### config.mk
export PLATFORM = sky130hd
export DESIGN_NAME = spi_xfer_arbiter
export DESIGN_NICKNAME = d
export VERILOG_FILES = /design/src/rtl/spi_arb_pkg.sv /design/src/rtl/spi_rr_arb2.sv /design/src/rtl/spi_xfer_arbiter.sv
export SDC_FILE = /design/constraint.sdc
export NUM_CORES = 1
export LEC_CHECK = 0
export ABC_AREA = 1
export BUFFER_PORTS_ARGS = -buffer_cell sky130_fd_sc_hd__clkbuf_2
export CAP_MARGIN = 20
export CORE_MARGIN = 1
export CORE_UTILIZATION = 35
export CTS_BUF_LIST = sky130_fd_sc_hd__clkbuf_8 sky130_fd_sc_hd__clkbuf_16
export DETAILED_ROUTE_END_ITERATION = 16
export GPL_TIMING_DRIVEN = 0
export HOLD_SLACK_MARGIN = 0.05
export PLACE_DENSITY = 0.63
export SYNTH_ARGS = -nofsm -noshare
export SYNTH_HDL_FRONTEND = slang
export SYNTH_SLANG_ARGS = --single-unit
### constraint.sdc
create_clock -name PCLK -period 2.1 [get_ports PCLK]
set_clock_uncertainty 0.2 [all_clocks]
set_input_delay 0.105 -clock PCLK [delete_from_list [all_inputs] [get_ports PCLK]]
set_output_delay 0.105 -clock PCLK [all_outputs]
set_load 0.1 [all_outputs]
### src/rtl/spi_arb_pkg.sv
// rtl/spi_arb_pkg.sv - shared FSM states, default timing constants and channel type
package spi_arb_pkg;

  typedef enum logic [2:0] {
    ST_IDLE,
    ST_START,
    ST_WAIT,
    ST_RESP,
    ST_GAP
  } state_t;

  localparam int unsigned DEF_GAP_CYCLES     = 4;
  localparam int unsigned DEF_TIMEOUT_CYCLES = 1024;

  typedef logic chan_t;

endpackage

### src/rtl/spi_rr_arb2.sv
// rtl/spi_rr_arb2.sv - two-way round-robin pick: contested grant goes to the channel not served last
module spi_rr_arb2
  import spi_arb_pkg::*;
(
  input  logic [1:0] i_req,
  input  chan_t      i_last,
  output chan_t      o_winner,
  output logic       o_valid
);

  always_comb begin
    o_valid = |i_req;
    if (i_req == 2'b11) begin
      o_winner = ~i_last;
    end else begin
      o_winner = i_req[1];
    end
  end

endmodule

### src/rtl/spi_xfer_arbiter.sv
// rtl/spi_xfer_arbiter.sv - shares one SPI byte engine between two requesters
// Optional WAIT timeout with err_* reporting when SPI_ARB_TIMEOUT_EN is defined.
module spi_xfer_arbiter
  import spi_arb_pkg::*;
#(
  parameter int unsigned GAP_CYCLES     = DEF_GAP_CYCLES,
  parameter int unsigned TIMEOUT_CYCLES = DEF_TIMEOUT_CYCLES
) (
  input  logic        PCLK,
  input  logic        PRESET,
  input  logic        req_0,
  input  logic        req_1,
  input  logic [7:0]  tx_data_0,
  input  logic [7:0]  tx_data_1,
  output logic        ack_0,
  output logic        ack_1,
  output logic [7:0]  rx_data_0,
  output logic [7:0]  rx_data_1,
  output logic        err_0,
  output logic        err_1,
  output logic        spi_start,
  output logic        spi_sel,
  output logic [7:0]  spi_tx,
  input  logic        spi_done,
  input  logic [7:0]  spi_rx,
  output logic        busy,
  output logic [15:0] xfer_cnt
);

  if (GAP_CYCLES < 1 || GAP_CYCLES > 255 || TIMEOUT_CYCLES < 2 || TIMEOUT_CYCLES > 65535) begin : g_param_check
    $error("spi_xfer_arbiter: GAP_CYCLES or TIMEOUT_CYCLES out of range");
  end

  state_t      r_state;
  chan_t       r_last;
  chan_t       r_sel;
  logic [7:0]  r_tx;
  logic        r_start;
  logic        r_ack0;
  logic        r_ack1;
  logic [7:0]  r_rx0;
  logic [7:0]  r_rx1;
  logic [15:0] r_xfer_cnt;
  logic [7:0]  r_gap_cnt;
  logic        r_busy;
  chan_t       w_winner;
  logic        w_valid;

  spi_rr_arb2 u_rr (
    .i_req    ({req_1, req_0}),
    .i_last   (r_last),
    .o_winner (w_winner),
    .o_valid  (w_valid)
  );

`ifdef SPI_ARB_TIMEOUT_EN
  logic [15:0] r_wait_cnt;
  logic        r_err0;
  logic        r_err1;
`endif

  always_ff @(posedge PCLK or posedge PRESET) begin
    if (PRESET) begin
      r_state    <= ST_IDLE;
      r_last     <= 1'b1;
      r_sel      <= 1'b0;
      r_tx       <= 8'h00;
      r_start    <= 1'b0;
      r_ack0     <= 1'b0;
      r_ack1     <= 1'b0;
      r_rx0      <= 8'h00;
      r_rx1      <= 8'h00;
      r_xfer_cnt <= 16'h0000;
      r_gap_cnt  <= 8'h00;
      r_busy     <= 1'b0;
`ifdef SPI_ARB_TIMEOUT_EN
      r_wait_cnt <= 16'h0000;
      r_err0     <= 1'b0;
      r_err1     <= 1'b0;
`endif
    end else begin
      r_start <= 1'b0;
      r_ack0  <= 1'b0;
      r_ack1  <= 1'b0;
`ifdef SPI_ARB_TIMEOUT_EN
      r_err0  <= 1'b0;
      r_err1  <= 1'b0;
`endif
      case (r_state)
        ST_IDLE: begin
          if (w_valid) begin
            r_sel   <= w_winner;
            r_tx    <= w_winner ? tx_data_1 : tx_data_0;
            r_start <= 1'b1;
            r_busy  <= 1'b1;
            r_state <= ST_START;
          end
        end
        ST_START: begin
`ifdef SPI_ARB_TIMEOUT_EN
          r_wait_cnt <= 16'h0000;
`endif
          r_state <= ST_WAIT;
        end
        // Outputs of RESP are set on the way in, so ack follows spi_done by one cycle.
        ST_WAIT: begin
          if (spi_done) begin
            if (r_sel) r_rx1 <= spi_rx;
            else       r_rx0 <= spi_rx;
            r_ack0     <= ~r_sel;
            r_ack1     <= r_sel;
            r_last     <= r_sel;
            r_xfer_cnt <= r_xfer_cnt + 16'd1;
            r_state    <= ST_RESP;
          end
`ifdef SPI_ARB_TIMEOUT_EN
          else if (r_wait_cnt == 16'(TIMEOUT_CYCLES - 1)) begin
            r_ack0     <= ~r_sel;
            r_ack1     <= r_sel;
            r_err0     <= ~r_sel;
            r_err1     <= r_sel;
            r_last     <= r_sel;
            r_xfer_cnt <= r_xfer_cnt + 16'd1;
            r_state    <= ST_RESP;
          end else begin
            r_wait_cnt <= r_wait_cnt + 16'd1;
          end
`endif
        end
        ST_RESP: begin
          r_gap_cnt <= 8'(GAP_CYCLES - 1);
          r_state   <= ST_GAP;
        end
        ST_GAP: begin
          if (r_gap_cnt == 8'h00) begin
            r_busy  <= 1'b0;
            r_state <= ST_IDLE;
          end else begin
            r_gap_cnt <= r_gap_cnt - 8'd1;
          end
        end
        default: begin
          r_busy  <= 1'b0;
          r_state <= ST_IDLE;
        end
      endcase
    end
  end

  assign ack_0     = r_ack0;
  assign ack_1     = r_ack1;
  assign rx_data_0 = r_rx0;
  assign rx_data_1 = r_rx1;
  assign spi_start = r_start;
  assign spi_sel   = r_sel;
  assign spi_tx    = r_tx;
  assign busy      = r_busy;
  assign xfer_cnt  = r_xfer_cnt;

`ifdef SPI_ARB_TIMEOUT_EN
  assign err_0 = r_err0;
  assign err_1 = r_err1;
`else
  assign err_0 = 1'b0;
  assign err_1 = 1'b0;
`endif

endmodule
==> run summary, run 1 <==
Outcome - completed
FMAX - 0.529 GHz
Gr usage total - 17.3%
Top FF cell, synth - dfrtp_1
Count leader, synth - nand2_1
Clk buf depth - 2
Clock slew at reported path FFs - 0.06 ns
Synth async-reset ratio - 100%
Crit path to - r_state[0]
TNS Setup - 0 ns
Final hold viol count - 0
TritonCTS Buffers - 9
CP Max Fanout - 4
Yosys warns - 0
Reg2reg start - r_state[0]
Layout area overhead - 36.0%
Max Cap Viol - 0
# nets final - 480
Row count - 32
Via-to-Cell Ratio - 4.49
Crit path from - r_state[0]
Die Wd - 91.4 um
Worst-skew pair later-pin latency - 0.34 ns
CP Launch Type - flop
Layout fillers - 742
Slew @ Worst Pin - 0.549 ns
Starting Density - 36.2%
CTS tree - done
Router iterations before antenna repair - 4
R2R cell count - 7
EDFF count, synth - 0
Placed Cells - 511
WP data arrival - 1.92 ns
Post-DP Area - 3320 um^2
Yosys top cell by area - dfrtp_1
Fin crit period - 1.89 ns
Root Driver - clkbuf_8
DIE HEIGHT - 91.4 um
DR WL/cell - 11.7 um
Design Area, Final - 3810 um^2
DR iter-0 viols - 83
Clock sinks - 57
Final WL - 6500 um
Hold Crit Start - req_1
Seq/Total Area, Yosys - 51.0%
Number of nets with antenna violations after routing - 0
Maximum number of pins on one net before global-route repair - 38
Hold WS - 0.104 ns
Reg2reg end - r_state[0]
Final setup violating endpoints - 0
CTS H-tree lvls - 3
Synth Register Bits - 57
First-pass GRT wire length - 11300 um
Relative slew slack - 63.5%
Kind of critical path - flop to flop
Die Footprint - 8360 um^2
Final core occ - 49.3%
Synthesized area per cell - 8.38 um^2
Unique cell type count in the Yosys netlist - 32
Synthesized area - 2800 um^2
Setup WS post-layout - 0.208 ns
Cells after Synth - 334
Antenna Cells - 0
Worst min-delay path class - input pin to flop
Gr ovfl total - 0
Proportion of netlist area held by the largest area contributor - 50.1%
WP data required - 2.13 ns
Setup WS pre-CTS - 0.375 ns
Share of layout cells above drive strength 1 - 26.5%
Flop2flop setup slack - 0.21 ns
Total power - 6.49 mW
Post-DP HPWL - 4290 um
Peak VDD IR - 0.00127 V
Max-slew violation count - 0
Via count - 2490
Critical path capture point type - flop
Dominant cells by area after synthesis - dfrtp_1 50%, nand2_1 14%, nor2_1 6.2%
Number of global-route vias before repair - 2482
Fin crit share - 90.1%
Ports - 76
Antenna violations before repair - 0
RSZ-0062 raised after global routing - no
Number of buffers added on ports - 73
Pleak - 2.04 nW
DR DRC count - 0
Routability-driven placement congestion ratio - 0.793
Core Region - 7730 um^2
Commonest cells post-synth - 102 x nand2_1, 56 x dfrtp_1, 46 x nor2_1
Post-cts resize count - 0
Post-Layout Cell Count - 555
Pwr/cell area - 1700 nW/um^2
routing by layer:
layer	part of all wire (%)	GRT usage (%)	vias up
li1	-	-	1272
met1	45	21.1	1145
met2	48	28.4	60
met3	4.6	4.10	13
met4	2.4	8.86	0
met5	0	0	-
timing repair:
item,in CTS,in global routing
hold buffers,28,0
setup buffers,0,0
endpoints found under the hold margin,88,0
critical path, stage by stage (launching register included):
cell and delay, ns:
dfrtp_1 0.43, nor2_4 0.16, inv_1 0.06, nor2_1 0.11, nand3_1 0.08, dlygate4sd3_1 0.58
o211ai_1 0.10, nor2_1 0.06
kinds of logic after synthesis:
family	after synthesis	synth area share, %
AND/OR/NAND/NOR	187	29.6
flip-flops	57	51.0
buffers and inverters	41	6.97
AO/OA/AOI/OAI	33	7.20
XOR/XNOR	12	3.76
adder cells (fa/ha/maj)	3	1.34
other	1	0.134
layout make-up:
class                           count  area (um^2)  share of cell area, %
Sequential cell                    57         1430                   37.6
Multi-Input combinational cell    237         1180                   31.0
Timing Repair Buffer              102          666                   17.5
Clock buffer                       12          165                   4.34
Tap cell                          102          128                   3.35
Inverter                           33          124                   3.25
Buffer                              8         71.3                   1.87
Clock inverter                      4         42.5                   1.12
where the power goes:
part / total, mW / internal, mW / switching, mW
Clock: 1.07 / 0.635 / 0.434
Sequential: 1.75 / 1.48 / 0.276
Combinational: 3.66 / 0.660 / 3.00
registers in the layout, indices dropped and copies added (netlist names), 3 cells and up:
register / cells
spi_tx: 8
r_gap_cnt: 8
r_state: 3
rx_data_1: 8
xfer_cnt: 16
rx_data_0: 8
worst min-delay path by stage:
stage,endpoint,cells after the start
after CTS,spi_tx[6],7
after floorplan,spi_tx[0],2
after detailed placement,ack_1,2
after global routing,r_gap_cnt[0],3
final,spi_tx[6],7
after global placement,spi_tx[0],3
cells in the final DEF, fill, tap and decap left out, drive strengths merged, types with 3 or more instances in the layout:
master and count:
nand2 107, clkbuf 86, dfrtp 56, nor2 49, inv 35, o21ai 30, dlygate4sd3 28, nand3 17
buf 8, nand3b 6, xnor2 6, xor2 6, nand4 5, ha 3
Note: power is estimated with default switching activity, not from simulation.
==> run 2: changes to the inputs <==
==> constraint.sdc (replaced) <==
create_clock -name PCLK -period 2.07 [get_ports PCLK]
set_clock_uncertainty 0.2 [all_clocks]
set_input_delay 0.1035 -clock PCLK [delete_from_list [all_inputs] [get_ports PCLK]]
set_output_delay 0.1035 -clock PCLK [all_outputs]
set_load 0.1 [all_outputs]
==> run 2 against run 1 <==
- via count rose by 0.48%
- maximum frequency is 1.1% lower
- sequential cell count did not move
- cell area decreased by 0.39%
- largest cell class unchanged
==> run summary, run 2 (synthesis gave the netlist of run 1 again) <==
Outcome - completed
Antenna Cells - 0
Fin crit period - 1.91 ns
Row count - 32
Antenna violations before repair - 0
Setup WS post-layout - 0.156 ns
Hold Path Depth - 7
Clock sinks - 57
Setup WS pre-CTS - 0.287 ns
First-pass GRT wire length - 11000 um
Post-cts resize count - 0
Final WL - 6540 um
Ports - 76
DR iter-0 viols - 66
Layout area overhead - 35.5%
Number of global-route vias before repair - 2437
WP data required - 2.10 ns
Relative slew slack - 63.1%
Final core occ - 49.1%
Router iterations before antenna repair - 5
Gr ovfl total - 0
Gr usage total - 17.2%
R2R cell count - 7
Commonest non-fill, non-tap cell in the layout - nand2_1
Kind of critical path - flop to flop
Die Wd - 91.4 um
CTS tree - done
Most frequent CP cell - nor2_1
Final hold viol count - 0
Crit-path slowest cell - dlygate4sd3_1
Max FFs per register - 16
Core Region - 7730 um^2
FMAX - 0.523 GHz
CP Launch Type - flop
Crit. path cell count - 7
Final setup violating endpoints - 0
Worst min-delay path class - input pin to flop
Via count - 2502
RSZ-0062 raised after global routing - no
Starting Density - 36.2%
Routability-driven placement congestion ratio - 0.809
Worst-skew pair later-pin latency - 0.34 ns
Sequence of cells on the critical path - nor2_4 > inv_1 > nor2_1 > nand3_1 > dlygate4sd3_1 > o211ai_1 > nor2_1
Fin crit share - 92.4%
Die Footprint - 8360 um^2
Critical path capture point type - flop
Max-slew violation count - 0
# nets final - 480
Clk buf depth - 2
Maximum number of pins on one net before global-route repair - 38
DIE HEIGHT - 91.4 um
Post-DP HPWL - 4420 um
CP delay by family, top - buffers and inverters
Crit-path max cell delay - 0.58 ns
Hold WS - 0.0971 ns
WP data arrival - 1.94 ns
Number of buffers added on ports - 73
WP buf/inv - 2
Max Cap Viol - 0
Most frequent cells in the layout - 102 x nand2_1, 73 x clkbuf_2, 51 x dfrtp_1
Slew @ Worst Pin - 0.556 ns
Share of layout cells above drive strength 1 - 26.9%
CTS H-tree lvls - 3
Number of nets with antenna violations after routing - 0
DR WL/cell - 11.8 um
DR DRC count - 0
CP Max Fanout - 4
Via-to-Cell Ratio - 4.51
TritonCTS Buffers - 9
Clock slew at reported path FFs - 0.06 ns
Root Driver - clkbuf_8
==> run 2: timing repair <==
item | in CTS | in global routing
hold endpoints to repair | 87 | 0
buffers inserted | 0 | 0
hold buffers | 28 | 0
==> run 2: metrics by stage <==
| stage | TNS [ns] | std cells | area (um^2) |
|---|---|---|---|
| floorplan | 0 | 335 | 2810 |
| global placement | -25.09 | 510 | 3300 |
| detailed placement | 0 | 511 | 3320 |
| CTS | 0 | 555 | 3790 |
| global route | 0 | 555 | 3790 |
| finish | 0 | 555 | 3790 |
==> run 2: layout make-up <==
cell class / count / area [um^2]
fill: 750 / 3940
sequential: 57 / 1430
multi-input combinational: 237 / 1180
timing repair buffer: 102 / 666
clock buffer: 10 / 138
tap: 102 / 128
inverter: 33 / 124
buffer: 8 / 71.3
clock inverter: 6 / 52.6
==> run 2: worst min-delay path: stages <==
cell and delay [ns]:
clkbuf_2 0.09, inv_1 0.07, a21oi_2 0.09, nor2_1 0.10, nor2_1 0.05, o21ai_0 0.06
nand2_1 0.05
==> run 2: routing by layer <==
metal,vias to the layer above,share of wire (%),GRT usage [%]
li1,1273,-,-
met1,1149,43,19.8
met2,65,50,28.3
met3,15,4.7,4.19
met5,-,0,0
met4,0,2.8,11.4
==> run 2: final timing paths <==
path / slack [ns] / startpoint / to
worst min register to register: 0.28 / spi_tx[7] / spi_tx[7]
worst max-delay path: 0.16 / r_state[0] / r_state[0]
worst min-delay path: 0.1 / req_1 / spi_tx[5]
max in group asynchronous: 0.93 / PRESET / r_last
worst max register to register: 0.16 / r_state[0] / r_state[0]
min in group asynchronous: 0.12 / PRESET / rx_data_1[5]
Power of run 2 is not shown: default switching activity piles up to over one toggle a cycle in this logic, so the estimate is an artifact.
